**src/rtl/fetch_pkg.sv**
```systemverilog
// Shared types and defaults for the fetch stage.
package fetch_pkg;
  localparam int DEF_ADDR_W  = 16;
  localparam int DEF_INSTR_W = 16;
  localparam logic [DEF_INSTR_W-1:0] HALT_OPCODE = 16'hFFFF;

  typedef struct packed {
    logic [DEF_ADDR_W-1:0]  pc;
    logic [DEF_INSTR_W-1:0] instr;
  } fetch_entry_t;

  typedef enum logic [1:0] {IDLE, FETCH, HALT} fetch_state_t;
endpackage

```
**src/rtl/fetch_queue.sv**
```systemverilog
// Small synchronous FIFO of fetch entries; flush wins over push/pop, head read straight from storage.
module fetch_queue
  import fetch_pkg::*;
#(
  parameter int  DEPTH   = 2,
  parameter type entry_t = fetch_entry_t
) (
  input  logic                     clk,
  input  logic                     rst,
  input  logic                     push,
  input  logic                     pop,
  input  logic                     flush,
  input  entry_t                   din,
  output entry_t                   head,
  output logic [$clog2(DEPTH):0]   count,
  output logic                     full,
  output logic                     empty
);
  localparam int AW = $clog2(DEPTH);

  entry_t          mem [DEPTH];
  logic [AW-1:0]   wptr, rptr;
  logic            do_push, do_pop;

  assign empty   = (count == '0);
  assign full    = (count == (AW+1)'(DEPTH));
  assign do_pop  = pop && !empty;
  // A pop frees the slot in the same cycle, so a full queue can still accept.
  assign do_push = push && (!full || do_pop);
  assign head    = mem[rptr];

  always_ff @(posedge clk) begin
    if (rst || flush) begin
      wptr  <= '0;
      rptr  <= '0;
      count <= '0;
    end else begin
      if (do_push) wptr <= wptr + AW'(1);
      if (do_pop)  rptr <= rptr + AW'(1);
      case ({do_push, do_pop})
        2'b10:   count <= count + (AW+1)'(1);
        2'b01:   count <= count - (AW+1)'(1);
        default: count <= count;
      endcase
    end
  end

  always_ff @(posedge clk) begin
    if (do_push && !flush && !rst) mem[wptr] <= din;
  end
endmodule

```
**src/rtl/fetch_unit.sv**
```systemverilog
// PC register, fetch FSM and {pc, instr} queue feeding decode.
// Optional halt-opcode detection is enabled by defining FETCH_HALT_DETECT_EN.
module fetch_unit
  import fetch_pkg::*;
#(
  parameter int                 ADDR_W      = DEF_ADDR_W,
  parameter int                 INSTR_W     = DEF_INSTR_W,
  parameter logic [ADDR_W-1:0]  RESET_PC    = '0,
  parameter int                 QUEUE_DEPTH = 2
) (
  input  logic               clk,
  input  logic               rst,
  input  logic               enable,
  output logic [ADDR_W-1:0]  imem_addr,
  input  logic [INSTR_W-1:0] imem_instr,
  input  logic               redirect_valid,
  input  logic [ADDR_W-1:0]  redirect_pc,
  output logic               out_valid,
  input  logic               out_ready,
  output logic [INSTR_W-1:0] out_instr,
  output logic [ADDR_W-1:0]  out_pc,
  output logic               halted
);
  typedef struct packed {
    logic [ADDR_W-1:0]  pc;
    logic [INSTR_W-1:0] instr;
  } entry_t;

  fetch_state_t                 state;
  logic [ADDR_W-1:0]            pc;
  entry_t                       q_din, q_head;
  logic [$clog2(QUEUE_DEPTH):0] q_count;
  logic                         q_full, q_empty;
  logic                         push, pop;

  assign imem_addr = pc;
  assign pop       = out_ready && !q_empty;
  assign push      = (state == FETCH) && !redirect_valid && (!q_full || pop);
  assign q_din     = '{pc: pc, instr: imem_instr};

  assign out_valid = (q_count != '0);
  // Zero the head when empty so outputs read 0 after reset or flush.
  assign out_pc    = q_empty ? '0 : q_head.pc;
  assign out_instr = q_empty ? '0 : q_head.instr;

  fetch_queue #(.DEPTH(QUEUE_DEPTH), .entry_t(entry_t)) u_queue (
    .clk   (clk),
    .rst   (rst),
    .push  (push),
    .pop   (pop),
    .flush (redirect_valid),
    .din   (q_din),
    .head  (q_head),
    .count (q_count),
    .full  (q_full),
    .empty (q_empty)
  );

  always_ff @(posedge clk) begin
    if (rst) begin
      state <= IDLE;
      pc    <= RESET_PC;
    end else if (redirect_valid) begin
      state <= enable ? FETCH : IDLE;
      pc    <= redirect_pc;
    end else begin
      if (push) pc <= pc + ADDR_W'(1);
`ifdef FETCH_HALT_DETECT_EN
      if (state == HALT)
        state <= HALT;
      else if (push && imem_instr == INSTR_W'(HALT_OPCODE))
        state <= HALT;
      else
        state <= enable ? FETCH : IDLE;
`else
      state <= enable ? FETCH : IDLE;
`endif
    end
  end

`ifdef FETCH_HALT_DETECT_EN
  assign halted = (state == HALT);
`else
  assign halted = 1'b0;
`endif
endmodule
```
**config.mk**
```make
export PLATFORM = sky130hd
export DESIGN_NAME = fetch_unit
export DESIGN_NICKNAME = d
export VERILOG_FILES = /design/src/rtl/fetch_pkg.sv /design/src/rtl/fetch_queue.sv /design/src/rtl/fetch_unit.sv
export SDC_FILE = /design/constraint.sdc
export NUM_CORES = 1
export LEC_CHECK = 0
export ABC_CLOCK_PERIOD_IN_PS = 16680
export BUFFER_PORTS_ARGS = -buffer_cell sky130_fd_sc_hd__buf_2
export CAP_MARGIN = 20
export CORE_ASPECT_RATIO = 1.2
export CORE_MARGIN = 2
export CORE_UTILIZATION = 35
export DETAILED_ROUTE_END_ITERATION = 10
export PLACE_DENSITY = 0.59
export SLEW_MARGIN = 30
export SYNTH_ARGS = -nofsm -noshare
export SYNTH_HDL_FRONTEND = slang
export SYNTH_SLANG_ARGS = --single-unit
export TNS_END_PERCENT = 20
```
**constraint.sdc**
```tcl
create_clock -name clk -period 16.68 [get_ports clk]
set_input_delay 3.336 -clock clk [delete_from_list [all_inputs] [get_ports clk]]
set_output_delay 3.336 -clock clk [all_outputs]
set_load 0.01 [all_outputs]
```
---- Word-level counts from Yosys, hierarchy flattened ----
Memories as Yosys holds them, arrays and structs flattened. A register that Yosys moved wholly into a read port is not among the register bits.
Index checks and enable logic that the tools add are counted.
storage, ports and cells
  register bits ........................... 22
  output and inout bits ................... 50
  memories kept ........................... 1
  RAM bits ................................ 64
cells by class
  mux-type cells .......................... 10
  equal/unequal tests ..................... 4
  reduce and logical (&&, ||, !) cells .... 18
  add/subtract/negate cells ............... 5
memories
  memory       words  bits a word  read ports  clocked after Yosys merged registers in  wr ports  RTL line           text
  u_queue.mem  2      32           1           1                                        1         fetch_queue.sv:21  entry_t mem [DEPTH];
operator list
  cell                                                                number
  16-bit two-way mux                                                  4
  16-bit by 1-bit adder with 16-bit output, second input constant     1
  1-bit logical AND                                                   7
  2-bit nonzero test                                                  3
  1-bit two-way mux                                                   5
  2-bit by 1-bit == test with 1-bit output, second input constant     2
  2-bit == test, second input constant                                2
  1-bit zero test                                                     4
  2-bit one-hot mux with 2 select lines                               1
  1-bit logical OR                                                    3
  1-bit adder, second input constant                                  2
  2-bit by 1-bit adder with 2-bit output, second input constant       1
  2-bit zero test                                                     1
  2-bit by 1-bit subtractor with 2-bit output, second input constant  1

---- Longest topological paths before layout ----
Gate-level depths: netlist of the first run.
  depth in word-level cells ............... 10
  depth in mapped cells ................... 9

---- By module ----
From an unflattened synthesis of the first run, not the netlist that was laid out.
unflattened totals
  cells, all modules ...................... 289
  area total of the unflattened synthesis .. 3852.4 um2
by module, submodules not included
  module       area each (um2)  cells an instance  instances
  fetch_queue  2572.5           129                1
  fetch_unit   1280.0           160                1

---- Worst setup path before layout of the first run ----
Ideal clock, no wire load.
  path type ............................... input to register
  from .................................... input port rst
  to ...................................... memory u_queue.mem[1][0] (netlist bit), enable pin
  data required time ...................... 16.167 ns
  library setup time ...................... 0.513 ns
  slack ................................... 9.018 ns
  cell stages on the path ................. 3
  path buffers ............................ 2
  arrival ................................. 7.149 ns
  cell sequence ........................... clkbuf_1 clkbuf_1 nor4b_1
between the ends
  cells in the longest elaborated chain, start to end .. 4
RTL lines
  item                                     RTL line           text
  from (decl)                              fetch_unit.sv:12   input logic rst,
  1-bit zero test                          fetch_queue.sv:49  if (do_push && !flush && !rst) mem[wptr] <= din;
  1-bit logical AND                        fetch_queue.sv:49
  1-bit two-way mux                        fetch_queue.sv:49
  1-bit two-way mux (implied by the code)  fetch_queue.sv:49
  to (decl)                                fetch_queue.sv:21
Every way passes these cells.

---- Final worst setup path of the first run ----
  from .................................... input port out_ready
  to ...................................... register u_queue.count[1]
between the ends
  cells in the longest elaborated chain, start to end .. 6
  elaborated cells between the ends (all ways) .. 10
  classes of those cells .................. eq/ne (2); mux (1); reduce/logical (7)
RTL lines
  item                                                                                RTL line                             text
  from (decl)                                                                         fetch_unit.sv:19                     input logic out_ready,
  1-bit logical AND (*)                                                               fetch_unit.sv:37                     assign pop = out_ready && !q_empty;
  1-bit logical OR / 1-bit logical AND (equally long branches)                        fetch_unit.sv:38, fetch_queue.sv:27
  1-bit logical AND / 1-bit logical OR (equally long branches)                        fetch_unit.sv:38, fetch_queue.sv:29
  1-bit logical AND                                                                   fetch_queue.sv:29                    assign do_push = push && (!full || do_pop);
  2-bit by 1-bit == test with 1-bit output / 2-bit == test (equally long branches)    fetch_queue.sv:40                    case ({do_push, do_pop})
  2-bit one-hot mux with 2 select lines / 2-bit nonzero test (equally long branches)  -
  to (signal assigned)                                                                fetch_queue.sv:41                    2'b10: count <= count + (AW+1)'(1);
  to (signal assigned)                                                                fetch_queue.sv:42                    2'b01: count <= count - (AW+1)'(1);
  to (signal assigned)                                                                fetch_queue.sv:43                    default: count <= count;
  to (decl)                                                                           fetch_queue.sv:15                    output logic [$clog2(DEPTH):0] count,
Mark *: on every way between the ends. The rest lies on a longest branch, timed or not.
A chain may end at the register's enable or synchronous reset.

==> results.json, run 1 <==
{
  "run_status": "finished, final reports clean",
  "grt_first_pass_wirelength_um": 11900,
  "vias_in_the_first_global_route": 2414,
  "place_congestion": 0.749,
  "fmax_mhz": 199,
  "path_max_fanout": 13,
  "cts_inserted_buffers": 9,
  "buffer_ports.inserted": 85,
  "synth.lib_cells_used.distinct": 47,
  "detail_route.wl_per_cell_um": 15.3,
  "worst-setup-path-type": "in -> reg",
  "period_needed_ps": 5030,
  "effective_utilization_at_floorplan": 0.355,
  "core.rowCount": 41,
  "slew_headroom": 0.540,
  "timing.final.setup_violations": 0,
  "ys_top_cells_by_area": "sky130_fd_sc_hd__edfxtp_1 52%, sky130_fd_sc_hd__dfxtp_1 12%, sky130_fd_sc_hd__mux2i_1 9.0%",
  "critical_path_s_most_frequent_cell": "sky130_fd_sc_hd__nand2b_1",
  "rsz0062_at_grt": "false",
  "worst_path_dominant_cell_family": "simple AND/OR/NAND/NOR gates",
  "cts.root.buffer_cell": "sky130_fd_sc_hd__clkbuf_16",
  "wirelength_um": 7570,
  "count_of_nets_after_finishing": 399,
  "worst-path-stages": 8,
  "ir_drop_uv": 40.6,
  "clk_path_buf_depth": 2,
  "timing.critical_path.required_ps": 16880,
  "post-dp-hpwl_um": 5090,
  "worst_path_largest_cell_delay_ps": 590,
  "post_drt_via_cell_ratio": 4.93,
  "antenna_violating_nets_post_route": 0,
  "synth-warning-count": 0,
  "remaining_design_rule_violation_count": 0,
  "drive_gt1_frac": 0.315,
  "holdPathStages": 0,
  "worst_r2r_path_depth": 7,
  "critical_path.n_buffers_inverters": 1,
  "core_area_um2": 10400,
  "worst_hold_path_type": "reg -> reg",
  "critical_path.startpoint_type": "input pin",
  "largest_net_degree_at_the_start_of_global_routing": 34,
  "dr_total_vias": 2436,
  "die_w_um": 97.5,
  "power.density_cell_area_nw_per_um2": 99.0,
  "timing.final.max_slew_violations": 0,
  "clk_pin_slew_ps": 60,
  "tritoncts": "done",
  "cellLeakagePower_nw": 1.61,
  "fp.dieH_um": 116,
  "fillerInstances": 982,
  "cp-end-kind": "flop",
  "htree_levels": 3,
  "worst_pin_slew_ps": 690,
  "synth-edff-count": 64,
  "cts.hold.buffers_added": 0,
  "postSynth.topFlopCell": "sky130_fd_sc_hd__edfxtp_1",
  "ys_seq_elements": 86,
  "mostFrequentLayoutCell": "sky130_fd_sc_hd__buf_2",
  "pin_count": 87,
  "timing.max_cap.violations": 0,
  "critical-path-slowest-cell": "sky130_fd_sc_hd__nor3b_4",
  "clock_skew_ps": 5.42,
  "insertion_delay_ps": 340,
  "share_of_the_cycle_needed_by_the_critical_path_after_routing": 0.301,
  "netlist_area_um2": 3670,
  "post_cts.repair.setup_buffers": 0,
  "area_growth_pct": 21.9,
  "totalPowerFinal_uw": 443,
  "setup-tns-final_ps": 0,
  "mostFrequentLayoutCells": "85 x sky130_fd_sc_hd__buf_2, 64 x sky130_fd_sc_hd__edfxtp_1, 47 x sky130_fd_sc_hd__nor2_1",
  "grt.total_usage": 0.137,
  "drtPass1Iterations": 4,
  "first_iter_violations": 60,
  "crit_arrival_ps": 5220,
  "avgSynthCellArea_um2": 13.2,
  "synthDominantCellAreaShare": 0.523,
  "syn-instance-count": 278,
  "ctsResizeCount": 0,
  "antenna_found_initial": 0,
  "fp.dieArea_um2": 11300,
  "syn_nets": 317,
  "synth_seq_area_share": 0.643,
  "insertedDiodeCount": 0,
  "clock_net_sink_count": 86,
  "yosysTopAreaCell": "sky130_fd_sc_hd__edfxtp_1",
  "grt-ovfl-total": 0,
  "timing.critical_path.cells": "buf_2 > nor3b_4 > nand2b_1 > nand2b_1 > ha_1 > nor2_1 > xnor2_1 > nor3_1",
  "finalHoldViolCount": 0,
  "async_reset_ff_frac": 0
}
metal layers:
metal | global-route usage | share of wire | vias to the layer above
met5 | 0 | 0 | -
met4 | 0.0741 | 0.022 | 0
met3 | 0.0353 | 0.050 | 11
met2 | 0.230 | 0.49 | 65
met1 | 0.162 | 0.44 | 1170
li1 | - | - | 1190
area by class of cell:
class / count / area (µm²) / area share
sequential: 86 / 2370 / 0.528
inverter: 5 / 18.8 / 0.00419
timing repair buffer: 88 / 448 / 0.100
multi-input combinational: 170 / 1230 / 0.274
tap: 129 / 161 / 0.0360
clock inverter: 6 / 28.8 / 0.00642
clock buffer: 10 / 229 / 0.0511
cell families after synthesis:
family	after synthesis	share of synthesized area
other cells	1	0.00102
simple gates	98	0.152
fa+ha+maj	2	0.00681
xor+xnor	14	0.0334
flops	86	0.643
mux	33	0.0899
compound gates	22	0.0473
buf+inv	22	0.0272
report_power, final:
part	leakage, nW	internal [mW]	switching, mW
clock	0.126	0.0987	0.0750
combinational	0.722	0.0120	0.0149
sequential	0.764	0.235	0.00761
total	1.61	0.346	0.0975
final timing paths:
path / slack, ps / from / endpoint
max: 11650 / out_ready / u_queue.count[1]$_SDFFE_PP0P_
min: 520 / imem_addr[15]$_SDFFE_PP0P_ / u_queue.mem[1][31]$_DFFE_PP_
max reg2reg: 14370 / u_queue.count[1]$_SDFFE_PP0P_ / u_queue.count[1]$_SDFFE_PP0P_
min reg2reg: 520 / imem_addr[15]$_SDFFE_PP0P_ / u_queue.mem[1][31]$_DFFE_PP_
registers in the layout, summed over array words and instances (netlist names), named ones only:
name and flops:
state 1, u_queue.mem 64, u_queue.rptr 1, imem_addr 16
u_queue.wptr 1, u_queue.count 2
cell usage after synthesis, types with 4 or more instances:
| cell | count |
|---|---|
| sky130_fd_sc_hd__edfxtp_1 | 64 |
| sky130_fd_sc_hd__nor2_1 | 48 |
| sky130_fd_sc_hd__mux2i_1 | 33 |
| sky130_fd_sc_hd__dfxtp_1 | 22 |
| sky130_fd_sc_hd__nor3_1 | 10 |
| sky130_fd_sc_hd__xnor2_1 | 10 |
| sky130_fd_sc_hd__a211oi_1 | 9 |
| sky130_fd_sc_hd__clkbuf_1 | 8 |
| sky130_fd_sc_hd__nand2_1 | 7 |
| sky130_fd_sc_hd__buf_2 | 5 |
| sky130_fd_sc_hd__nand3_1 | 5 |
| sky130_fd_sc_hd__inv_1 | 4 |
| sky130_fd_sc_hd__nand4_1 | 4 |
| sky130_fd_sc_hd__xor2_1 | 4 |
stage by stage:
step	util	hold WS (ps)	instances	area [µm²]	setup slack, ps
2_1_floorplan	-	517	278	3670	9020
3_3_place_gp	0.407	514	478	4220	11380
3_5_place_dp	0.407	523	478	4220	11340
4_1_cts	0.432	534	494	4480	11690
5_1_grt	0.432	554	494	4480	11580
6_report	0.432	523	494	4480	11650
No activity file was read; power rests on OpenSTA's default activity.
==> run 2: changes to the inputs <==
ABC_AREA = 1   (was not set)
ABC_CLOCK_PERIOD_IN_PS = 4460   (was 16680)
PLACE_DENSITY = 0.61   (was 0.59)
clock period = 4.46 ns   (was 16.68 ns; I/O delays follow)
==> run 2 against run 1 <==
Net effect:
- hold slack worse by 50 ps
- first-iteration DRC count up 110%
- area after synthesis up 3.3%
- sequential power rose to 3.7 times the previous value
- setup slack worse by 9800 ps
- via count up 22%
- register-to-register slack worse by 12000 ps
- cell count up 24%
- critical path type is now reg -> out
==> results.json, run 2 <==
{
  "post_drt_via_cell_ratio": 4.83,
  "total_net_switching_power_uw": 384,
  "grt-ovfl-total": 0,
  "timing.max_cap.violations": 0,
  "cellInternalPower_mw": 1.36,
  "ctsResizeCount": 0,
  "synthDominantCellAreaShare": 0.506,
  "ys_seq_elements": 86,
  "run_status": "finished, final reports clean",
  "postSynth.topFlopCell": "sky130_fd_sc_hd__edfxtp_1",
  "async_reset_ff_frac": 0,
  "detail_route.wl_per_cell_um": 13.6,
  "mostFrequentLayoutCell": "sky130_fd_sc_hd__nand2_1",
  "htree_levels": 3,
  "rsz0062_at_grt": "false",
  "swShare": 0.220,
  "finish.cell_count_without_fillers": 614,
  "cts.hold.buffers_added": 0,
  "layout.core_utilization": 0.438,
  "wirelength_um": 8360,
  "power.density_cell_area_nw_per_um2": 376,
  "vias_in_the_first_global_route": 2902,
  "syn_nets": 438,
  "antenna_violating_nets_post_route": 0,
  "pwr-share-comb": 0.061,
  "finalHoldViolCount": 0,
  "antenna_found_initial": 0,
  "pin_count": 87,
  "mostFrequentLayoutCells": "124 x sky130_fd_sc_hd__nand2_1, 85 x sky130_fd_sc_hd__buf_2, 64 x sky130_fd_sc_hd__edfxtp_1",
  "ys_top_cells_by_area": "sky130_fd_sc_hd__edfxtp_1 51%, sky130_fd_sc_hd__nand2_1 12%, sky130_fd_sc_hd__dfxtp_1 12%",
  "synth.cells.most_frequent": "124 x sky130_fd_sc_hd__nand2_1, 64 x sky130_fd_sc_hd__edfxtp_1, 47 x sky130_fd_sc_hd__a21oi_1",
  "buffer_ports.inserted": 85,
  "cts.root.buffer_cell": "sky130_fd_sc_hd__clkbuf_16",
  "grt.total_usage": 0.148,
  "remaining_design_rule_violation_count": 0,
  "worst_pin_slew_ps": 531,
  "effective_utilization_at_floorplan": 0.359,
  "largest_register_ffs": 64,
  "fmax_mhz": 377,
  "setup-tns-final_ps": 0,
  "post_cts.repair.setup_buffers": 0,
  "fp.dieArea_um2": 11700,
  "clock_net_sink_count": 86,
  "finish.instance_area_um2": 4630,
  "share_of_the_cycle_needed_by_the_critical_path_after_routing": 0.594,
  "count_of_nets_after_finishing": 519,
  "yosysMostFrequentCell": "sky130_fd_sc_hd__nand2_1",
  "insertedDiodeCount": 0,
  "worst-setup-path-type": "reg -> out",
  "drtPass1Iterations": 4,
  "largest_net_degree_at_the_start_of_global_routing": 35,
  "synth-xor-area-share": 0.00692,
  "die_w_um": 99.1,
  "core.rowCount": 41,
  "clock_skew_ps": 6.94,
  "slew_headroom": 0.645,
  "preCtsSetupSlack_ps": 1730,
  "crit_arrival_ps": 1760,
  "synth-edff-count": 64,
  "post-dp-hpwl_um": 5720,
  "clk_pin_slew_ps": 60,
  "netlist_area_um2": 3800,
  "synth-warning-count": 0,
  "synth.area.mux_share": 0,
  "timing.final.setup_violations": 0,
  "clk_path_buf_depth": 2,
  "cts_inserted_buffers": 9,
  "grt_first_pass_wirelength_um": 13600,
  "tritoncts": "done",
  "yosysTopAreaCell": "sky130_fd_sc_hd__edfxtp_1",
  "syn-instance-count": 399,
  "place_congestion": 0.877,
  "main_combinational_cell_family_by_area_after_synthesis": "simple AND/OR/NAND/NOR gates",
  "area_growth_pct": 21.9,
  "avgSynthCellArea_um2": 9.52,
  "dr_total_vias": 2967,
  "timing.critical_path.required_ps": 3570,
  "sequentialPowerShare": 0.517,
  "timing.final.max_slew_violations": 0,
  "multiInputGateArea_um2": 1220,
  "max_flop_register": "u_queue.mem",
  "drive_gt1_frac": 0.262,
  "fillerInstances": 1031,
  "register_area_um2": 2360,
  "period_needed_ps": 2650,
  "path_max_fanout": 33,
  "totalPowerFinal_mw": 1.74,
  "critical_path.startpoint_type": "flop",
  "core_area_um2": 10600,
  "first_iter_violations": 126,
  "synth_compound_area_frac": 0.0903,
  "layout_setup_ws_ps": 1810,
  "dpl-instance-area_um2": 4330,
  "cellLeakagePower_nw": 1.96,
  "worst_hold_path_type": "reg -> reg",
  "dp.cells": 598,
  "insertion_delay_ps": 330,
  "yosys.area_share.adder": 0.00659,
  "ir_drop_uv": 174,
  "finalHoldWorstSlack_ps": 472,
  "synth_seq_area_share": 0.622,
  "cp-end-kind": "primary output",
  "clock_power_share": 0.422,
  "synth.lib_cells_used.distinct": 30,
  "yosys.area_share.simple": 0.213,
  "fp.dieH_um": 118
}
-- run 2: worst max-delay path: stages, from the launching register on --
cell,delay [ps]
sky130_fd_sc_hd__dfxtp_1,300
sky130_fd_sc_hd__buf_4,230
sky130_fd_sc_hd__inv_2,440
sky130_fd_sc_hd__nand2_1,90
sky130_fd_sc_hd__a21oi_1,190
sky130_fd_sc_hd__buf_2,160
-- run 2: final timing paths --
path / startpoint / end / slack, ps / cells after the start
setup / recovery: flop / out_instr[13] / 1810 / 5
hold / removal: u_queue.rptr$_SDFFE_PP0P_ / flop / 470 / 1
setup reg to reg: u_queue.count[0]$_SDFFE_PP0P_ / u_queue.mem[0][17]$_DFFE_PP_ / 2520 / 5
hold reg to reg: u_queue.rptr$_SDFFE_PP0P_ / flop / 470 / 1
-- run 2: power groups by stage --
stage                     logic (mW)  clock network [mW]  registers, mW
after floorplan               0.0609                   0          0.913
after global placement         0.106                   0          0.917
after detailed placement       0.108                   0          0.918
after CTS                      0.108               0.750          0.900
after global routing           0.120               0.789          0.903
final                          0.107               0.734          0.900
-- run 2: kinds of logic (layout without fill, tap and decap cells) --
logic type               count (synthesis)  in the layout
AND/OR/NAND/NOR                        191            191
other                                    1              1
AO/OA/AOI/OAI                           62             62
flip-flops                              86             86
buffers and inverters                   54            140
XOR/XNOR                                 3              3
adder cells (fa/ha/maj)                  2              2
-- run 2: layout make-up --
| class | instances | area share |
|---|---|---|
| clock buffers | 10 | 0.0495 |
| clock inverters | 6 | 0.0151 |
| inverters | 35 | 0.0289 |
| multi-input cells | 259 | 0.263 |
| flip-flops and latches | 86 | 0.510 |
| well taps | 129 | 0.0349 |
| repair buffers | 89 | 0.0984 |
-- run 2: layer usage --
metal  track usage  vias to the layer above  part of all wire
li1              -                     1495                 -
met2         0.230                      103              0.46
met1         0.189                     1350              0.45
met3        0.0404                       19             0.065
met5             0                        -                 0
met4        0.0745                        0             0.027
